--- src/rtl/stream_rx_pkg.sv ---
// Shared definitions for the layer-stream receive path.
//   - state_t       : dispatcher FSM encoding
//   - seg_id_t      : segment identifiers, also used by the DMA control block
//   - seg_advance() : next non-empty segment after a given state
package stream_rx_pkg;

  localparam int unsigned DATA_W_DEF = 64;
  localparam int unsigned CNT_W_DEF  = 16;

  typedef enum logic [2:0] {
    ST_IDLE,
    ST_WGT,
    ST_BIAS,
    ST_FEAT,
    ST_DONE
  } state_t;

  typedef enum logic [1:0] {
    SEG_WEIGHT  = 2'd0,
    SEG_BIAS    = 2'd1,
    SEG_FEATURE = 2'd2
  } seg_id_t;

  // Segment order is fixed (weight, bias, feature); empty segments are
  // skipped so the caller lands directly on the next one holding beats.
  function automatic state_t seg_advance(input state_t from,
                                         input logic   wgt_nz,
                                         input logic   bias_nz,
                                         input logic   feat_nz);
    state_t nxt;
    nxt = ST_DONE;
    case (from)
      ST_IDLE: begin
        if (wgt_nz)       nxt = ST_WGT;
        else if (bias_nz) nxt = ST_BIAS;
        else if (feat_nz) nxt = ST_FEAT;
      end
      ST_WGT: begin
        if (bias_nz)      nxt = ST_BIAS;
        else if (feat_nz) nxt = ST_FEAT;
      end
      ST_BIAS: begin
        if (feat_nz)      nxt = ST_FEAT;
      end
      default: nxt = ST_DONE;
    endcase
    return nxt;
  endfunction

endpackage

--- src/rtl/stream_rx_dispatch.sv ---
// AXI4-Stream slave splitting one DMA transfer per layer into weight, bias
// and feature segments, forwarding each beat with a per-segment valid strobe.
// Ports:
//   sclk, s_rst                      clock, synchronous active-high reset
//   cfg_start, cfg_*_beats           start pulse and per-segment beat counts
//   s_axis_tdata/tvalid/tlast/tready DMA stream input
//   weight_afull, feature_afull      buffer almost-full backpressure
//   stream_rx_data, stream_*_vld     registered payload and segment strobes
//   busy, done, err_len              transfer status
module stream_rx_dispatch
  import stream_rx_pkg::*;
#(
  parameter int unsigned DATA_W = DATA_W_DEF,
  parameter int unsigned CNT_W  = CNT_W_DEF
) (
  input  logic              sclk,
  input  logic              s_rst,
  input  logic              cfg_start,
  input  logic [CNT_W-1:0]  cfg_weight_beats,
  input  logic [CNT_W-1:0]  cfg_bias_beats,
  input  logic [CNT_W-1:0]  cfg_feature_beats,
  input  logic [DATA_W-1:0] s_axis_tdata,
  input  logic              s_axis_tvalid,
  input  logic              s_axis_tlast,
  output logic              s_axis_tready,
  input  logic              weight_afull,
  input  logic              feature_afull,
  output logic [DATA_W-1:0] stream_rx_data,
  output logic              stream_weight_vld,
  output logic              stream_bias_vld,
  output logic              stream_feature_vld,
  output logic              busy,
  output logic              done,
  output logic              err_len
);

  state_t           state_q, state_d, last_seg;
  logic [CNT_W-1:0] wgt_cnt_q, bias_cnt_q, feat_cnt_q, beat_q, seg_cnt;
  logic             hs, last_beat, tlast_err;

  // Segment bookkeeping derived from the latched counts.
  always_comb begin
    seg_cnt = '0;
    case (state_q)
      ST_WGT:  seg_cnt = wgt_cnt_q;
      ST_BIAS: seg_cnt = bias_cnt_q;
      ST_FEAT: seg_cnt = feat_cnt_q;
      default: seg_cnt = '0;
    endcase
    last_beat = (beat_q == seg_cnt - CNT_W'(1));
    if (|feat_cnt_q)      last_seg = ST_FEAT;
    else if (|bias_cnt_q) last_seg = ST_BIAS;
    else                  last_seg = ST_WGT;
    hs = s_axis_tvalid && s_axis_tready;
    // tlast must coincide exactly with the final beat of the last non-empty
    // segment; a mismatch either way (early or missing) aborts the transfer.
    tlast_err = hs && (s_axis_tlast != (last_beat && (state_q == last_seg)));
  end

  // State register
  always_ff @(posedge sclk) begin
    if (s_rst) state_q <= ST_IDLE;
    else       state_q <= state_d;
  end

  // Next-state logic
  always_comb begin
    state_d = state_q;
    case (state_q)
      ST_IDLE: begin
        if (cfg_start)
          state_d = seg_advance(ST_IDLE, |cfg_weight_beats, |cfg_bias_beats,
                                |cfg_feature_beats);
      end
      ST_WGT, ST_BIAS, ST_FEAT: begin
        if (tlast_err)
          state_d = ST_DONE;
        else if (hs && last_beat)
          state_d = seg_advance(state_q, |wgt_cnt_q, |bias_cnt_q, |feat_cnt_q);
      end
      ST_DONE: state_d = ST_IDLE;
      default: state_d = ST_IDLE;
    endcase
  end

  // Output logic; tready is forced low during reset so a held beat is not consumed.
  always_comb begin
    s_axis_tready = 1'b0;
    busy          = 1'b0;
    done          = 1'b0;
    case (state_q)
      ST_WGT: begin
        s_axis_tready = !s_rst && !weight_afull;
        busy          = 1'b1;
      end
      ST_BIAS: begin
        s_axis_tready = !s_rst;
        busy          = 1'b1;
      end
      ST_FEAT: begin
        s_axis_tready = !s_rst && !feature_afull;
        busy          = 1'b1;
      end
      ST_DONE: done = 1'b1;
      default: ;
    endcase
  end

  // Datapath, counters and status
  always_ff @(posedge sclk) begin
    if (s_rst) begin
      wgt_cnt_q          <= '0;
      bias_cnt_q         <= '0;
      feat_cnt_q         <= '0;
      beat_q             <= '0;
      stream_rx_data     <= '0;
      stream_weight_vld  <= 1'b0;
      stream_bias_vld    <= 1'b0;
      stream_feature_vld <= 1'b0;
      err_len            <= 1'b0;
    end else begin
      stream_weight_vld  <= hs && (state_q == ST_WGT);
      stream_bias_vld    <= hs && (state_q == ST_BIAS);
      stream_feature_vld <= hs && (state_q == ST_FEAT);
      if (hs) stream_rx_data <= s_axis_tdata;

      if (state_q == ST_IDLE && cfg_start) begin
        wgt_cnt_q  <= cfg_weight_beats;
        bias_cnt_q <= cfg_bias_beats;
        feat_cnt_q <= cfg_feature_beats;
        err_len    <= 1'b0;
      end
      if (tlast_err) err_len <= 1'b1;

      if (state_d != state_q) beat_q <= '0;
      else if (hs)            beat_q <= beat_q + CNT_W'(1);
    end
  end

endmodule
--- config.mk ---
export PLATFORM = sky130hd
export DESIGN_NAME = stream_rx_dispatch
export DESIGN_NICKNAME = d
export VERILOG_FILES = /design/src/rtl/stream_rx_pkg.sv /design/src/rtl/stream_rx_dispatch.sv
export SDC_FILE = /design/constraint.sdc
export NUM_CORES = 1
export LEC_CHECK = 0
export ABC_AREA = 1
export CAP_MARGIN = 0
export CORE_MARGIN = 5
export CORE_UTILIZATION = 45
export CTS_CLUSTER_DIAMETER = 40
export DETAILED_ROUTE_END_ITERATION = 8
export PLACE_DENSITY = 0.76
export SKIP_LAST_GASP = 1
export SYNTH_ARGS = -nofsm -noshare
export SYNTH_HDL_FRONTEND = slang
export SYNTH_SLANG_ARGS = --single-unit
--- constraint.sdc ---
create_clock -name sclk -period 3.5 [get_ports sclk]
set_clock_uncertainty 0.15 [all_clocks]
set_input_delay 0.35 -clock sclk [delete_from_list [all_inputs] [get_ports sclk]]
set_output_delay 0.35 -clock sclk [all_outputs]
set_load 0.02 [all_outputs]
* Word level (Yosys, flattened, before mapping) *
Cells that the tools add are included.

storage, ports and cells
  memories kept = 0
  bits in registers = 135
  latch bits = 0
  memory bits (read-only) = 0
  output and inout port bits = 71
  RAM bits = 0

operators by class
  bitwise operators = 0
  eq/ne operators = 8
  magnitude comparators = 0
  divide/modulo/power cells = 0
  shift-type cells = 0
  $add $sub $neg = 2
  muxes and demuxes = 18
  reductions and logical operators = 22
  multipliers = 0

operators by type and width
  cell                                                count
  OR reduction 16 bit                                 5
  one-hot mux 16 bit (3 select lines)                 1
  two-way mux 3 bit                                   8
  adder 16 x 1 -> 16 bit, second input constant       1
  == test 16 bit                                      1
  subtractor 16 x 1 -> 16 bit, second input constant  1
  one-hot mux 3 bit (2 select lines)                  2
  logical AND 1 bit                                   10
  == test 3 x 2 -> 1 bit, second input constant       2
  two-way mux 1 bit                                   4
  two-way mux 2 bit                                   2
  == test 3 x 1 -> 1 bit, second input constant       1
  == test 3 bit                                       1
  == test 3 bit, second input constant                1
  logical NOT 1 bit                                   3
  logical NOT 3 bit                                   1
  != test 3 bit                                       1
  one-hot mux 1 bit (3 select lines)                  1
  OR reduction 3 bit                                  1
  nonzero test 2 bit                                  1
  OR reduction 2 bit                                  1
  != test 1 bit                                       1

* Longest topological paths before layout *
  word-level depth = 11
  depth in mapped cells = 28

* Worst setup path before layout *
No wires, ideal clock.

  kind = reg2reg
  start = reg state_q[1]
  end = reg beat_q[7]
  buffers on the path = 3
  slack = 0.396 ns
  arrival time = 2.835 ns
  clock period less this slack = 3.104 ns
  setup time = 0.119 ns
  cell stages (with the launch flop) = 24
  cell sequence = dfxtp_1 > buf_4 > inv_2 > buf_2 > nand2_2 > nor2_1 > nor2_2 > ha_1 > inv_1 > nor2_2 > nand2_1 > nor2_2 > nand3_1 > nand2_1 > nand2_1 > nand3b_1 > nor2_1 > nand3_1 > or2_2 > nand3_1 > nor2_1 > nand3_2 > buf_6 > nor3_2

between the ends
  longest elaborated chain between the ends = 11
  elaborated cells on any way between the ends = 22
  those cells by class = add/sub (1); eq/ne (7); mux (7); reduce/logical (7)

ends and longest elaborated chain
  item                                            RTL line                                                                      RTL
  start: declaration                              stream_rx_dispatch.sv:37                                                      state_t state_q, state_d, last_seg;
  start signal: assignment                        stream_rx_dispatch.sv:63                                                      else state_q <= state_d;
  == test 3 x 2 -> 1 bit (tied with other cells)  stream_rx_dispatch.sv:44, stream_rx_dispatch.sv:69, stream_rx_dispatch.sv:91
  one-hot mux 16 bit (3 select lines)             stream_rx_dispatch.sv:44                                                      case (state_q)
  subtractor 16 x 1 -> 16 bit                     stream_rx_dispatch.sv:50                                                      last_beat = (beat_q == seg_cnt - CNT_W'(1));
  == test 16 bit                                  stream_rx_dispatch.sv:50
  logical AND 1 bit                               stream_rx_dispatch.sv:57                                                      tlast_err = hs && (s_axis_tlast != (last_beat && (state_q == last_seg)));
  != test 1 bit                                   stream_rx_dispatch.sv:57
  logical AND 1 bit                               stream_rx_dispatch.sv:57
  two-way mux 3 bit                               stream_rx_dispatch.sv:76                                                      if (tlast_err)
  one-hot mux 3 bit (2 select lines)              stream_rx_dispatch.sv:69                                                      case (state_q)
  != test 3 bit                                   stream_rx_dispatch.sv:135                                                     if (state_d != state_q) beat_q <= '0;
  OR reduction 2 bit (no source line)             --
  end signal: assignment                          stream_rx_dispatch.sv:136                                                     else if (hs) beat_q <= beat_q + CNT_W'(1);
  end: declaration                                stream_rx_dispatch.sv:38                                                      logic [CNT_W-1:0] wgt_cnt_q, bias_cnt_q, feat_cnt_q, beat_q, seg_cnt;

Several ways; a longest one is shown, not always the timed one.
A chain may end at the register's enable or synchronous reset.

* Worst setup path after layout *
  start = reg state_q[2]
  end = reg beat_q[4]

Same word-level chain as after synthesis.

==> reports/results.txt <==
outcome: finished, final reports clean
top area cells in the synthesized netlist: dfxtp_1 41%, nand2_1 15%, a21oi_1 7.9%
VDD IR max: 0.384 mV
Fillers: 1289
# setup viols final: 0
Die ar.: 17200 sq um
Vias: 6874
Final ANT Viol Nets: 0
vias in the first global route: 6658
GP Congestion: 0.957
Synth Instances: 962
Most used DFF post-synth: dfxtp_1
pin count of the biggest net entering global routing: 69
DIE HEIGHT: 131 um
sequential element share of the synthesized area: 0.410
Yosys cell types: 31
pwr/cell area: 423 nW/um^2
layout cell share with drive strength beyond 1: 0.103
dominant cell type by area after synthesis: dfxtp_1
CP top delay family: simple AND/OR/NAND/NOR gates
Crit Path Class: reg2reg
EDFF count, synth: 0
Crit path top cell by count: nand2_1
die width: 131 um
wire length per cell: 15.7 um
CTS root buffer: clkbuf_16
GR Overflow Total: 0
Final Hold Fails: 0
Avg Synthesized Cell Area: 6.85 sq um
post-route setup TNS: 0 ns
Synth warnings: 0
CTS Buffer Depth: 2
hold buffers post-CTS: 0
Hold Path Class: in2reg
final cell utilization of the core: 0.650
Max Slew Vio Count: 0
crit start category: register
CTS Sinks: 135
first-pass GRT wire length: 33.0 mm
worst-skew pair later-pin latency: 0.42 ns
Area Growth Syn to Fin: 42.1%
CP max-delay cell: dfxtp_4
post-route cell area: 9370 sq um
port buffer count: 189
CP Buf/Inv Count: 4
Worst-path clk slew: 0.06 ns
Tot GR Track Use: 0.247
Reg2Reg Setup Slack: 0.31 ns
num rows: 44
DRT Wirelength: 21.1 mm
area share of the largest cell type after synthesis: 0.410
Top Ports: 190
Post-Syn Area: 6590 sq um
Area after DPL: 8660 sq um
Reg-to-Reg Start: state_q[2]$_SDFF_PP0_
Max Cap Viol: 0
Worst Path Required: 3.69 ns
core area: 14400 sq um
most common cell in the netlist: nand2_1
crit path capture type: register
Crit Path Max Fanout: 16
DRT Pass-1 Iters: 5
htree depth: 4
Remaining DRCs: 0
headroom to the max-slew limit: 0.477
initial core utilization: 0.457
Seq cells post-synth: 135
Worst Hold Launch: s_rst
syn_nets: 1083
vias per cell: 5.12
1st-iter DRT viols: 503
P_leak: 0.00375 uW
Post-synth top cells: 264 x nand2_1, 135 x dfxtp_1, 104 x a21oi_1, 85 x inv_1, 82 x nor2_1
critical path's largest stage delay: 0.40 ns
post-place setup slack: 0.0618 ns
fin crit share: 0.913
Num CTS Buffers: 17
minimum clock period: 3.19 ns
Worst Path Arrival: 3.39 ns
Worst Setup SP: state_q[2]$_SDFF_PP0_
asr flop ratio synth: 0
Worst-Margin Slew: 0.778 ns
Max Fclk: 313 MHz
CTS tree: built
DP HPWL: 15.8 mm
initial antenna violation count: 0
final net count: 1266
final worst slack: 0.305 ns
[cell type report]
cell class	count	area (sq um)	share of cell area
Timing Repair Buffer	209	2070	0.220
Clock buffer	21	470	0.0502
Clock inverter	11	135	0.0144
Inverter	90	340	0.0363
Antenna cell	1	2.50	0.000267
Tap cell	184	230	0.0246
Multi-Input combinational cell	692	3420	0.365
Sequential cell	135	2710	0.289
[per-stage QoR]
step	power, uW	hold slack [ns]	cells
2_1_floorplan	1900	0.280	962
3_3_place_gp	2130	0.301	1307
3_5_place_dp	2140	0.306	1307
4_1_cts	3980	0.0908	1339
5_1_grt	4120	0.139	1342
6_report	3960	0.112	1343
[layer usage]
layer,vias up,wire [um],track usage
li1,3499,-,-
met1,3093,8560,0.295
met2,248,9930,0.405
met3,34,2050,0.103
met4,0,545,0.0750
met5,-,0,0
[worst reg2reg max path, delay by kind of cell (launching register included)]
family	cells	cell delay [ns]
simple gates	21	1.98
buf+inv	4	0.36
flops	1	0.40
fa+ha+maj	1	0.22
[registers in the layout, indices dropped and copies added, names as in the netlist]
signal              count
stream_rx_data         64
beat_q                 16
bias_cnt_q             16
feat_cnt_q             16
wgt_cnt_q              16
state_q                 3
err_len                 1
stream_bias_vld         1
stream_feature_vld      1
stream_weight_vld       1
[cells in the final DEF (no fill, tap or decap), types with 19 or more instances in the layout]
cell type          n
nand2_1          262
clkdlybuf4s50_1  188
dfxtp_1          132
a21oi_1          104
inv_1             84
nor2_1            74
nand3_1           62
o21ai_0           53
xor2_1            21
nor2_2            19
nand4_1           19
[power breakdown]
part / leakage [uW] / switching (uW) / internal (uW) / total (uW)
sequential: 0.00110 / 30.7 / 1580 / 1620
combinational: 0.00235 / 272 / 233 / 505
clock: 0.000293 / 723 / 1120 / 1840
total: 0.00375 / 1030 / 2940 / 3960
[worst paths after layout]
path / endpoint / depth (start not counted)
setup / recovery: beat_q[4]$_SDFFE_PP0P_ / 26
hold / removal: state_q[0]$_SDFF_PP0_ / 4
setup reg to reg: beat_q[4]$_SDFFE_PP0P_ / 26
hold reg to reg: stream_rx_data[31]$_SDFFE_PP0P_ / 2
[what timing repair did]
action,CTS,global route
resized for setup,0,25
endpoints found under the hold margin,0,0
setup buffers,0,3
setup endpoints to repair,0,17
[logic make-up (layout without fill, tap and decap cells)]
family	Yosys count	count (layout)	synth area share
xor gates and xnor gates	23	23	0.0306
buffers and inverters	135	331	0.0822
and+or+nand+nor	506	506	0.349
DFF	135	135	0.410
other	0	1	0
adders and majority gates	2	2	0.00380
AOI/OAI and AO/OA	161	161	0.125
Note: power is estimated with default switching activity, not from simulation.
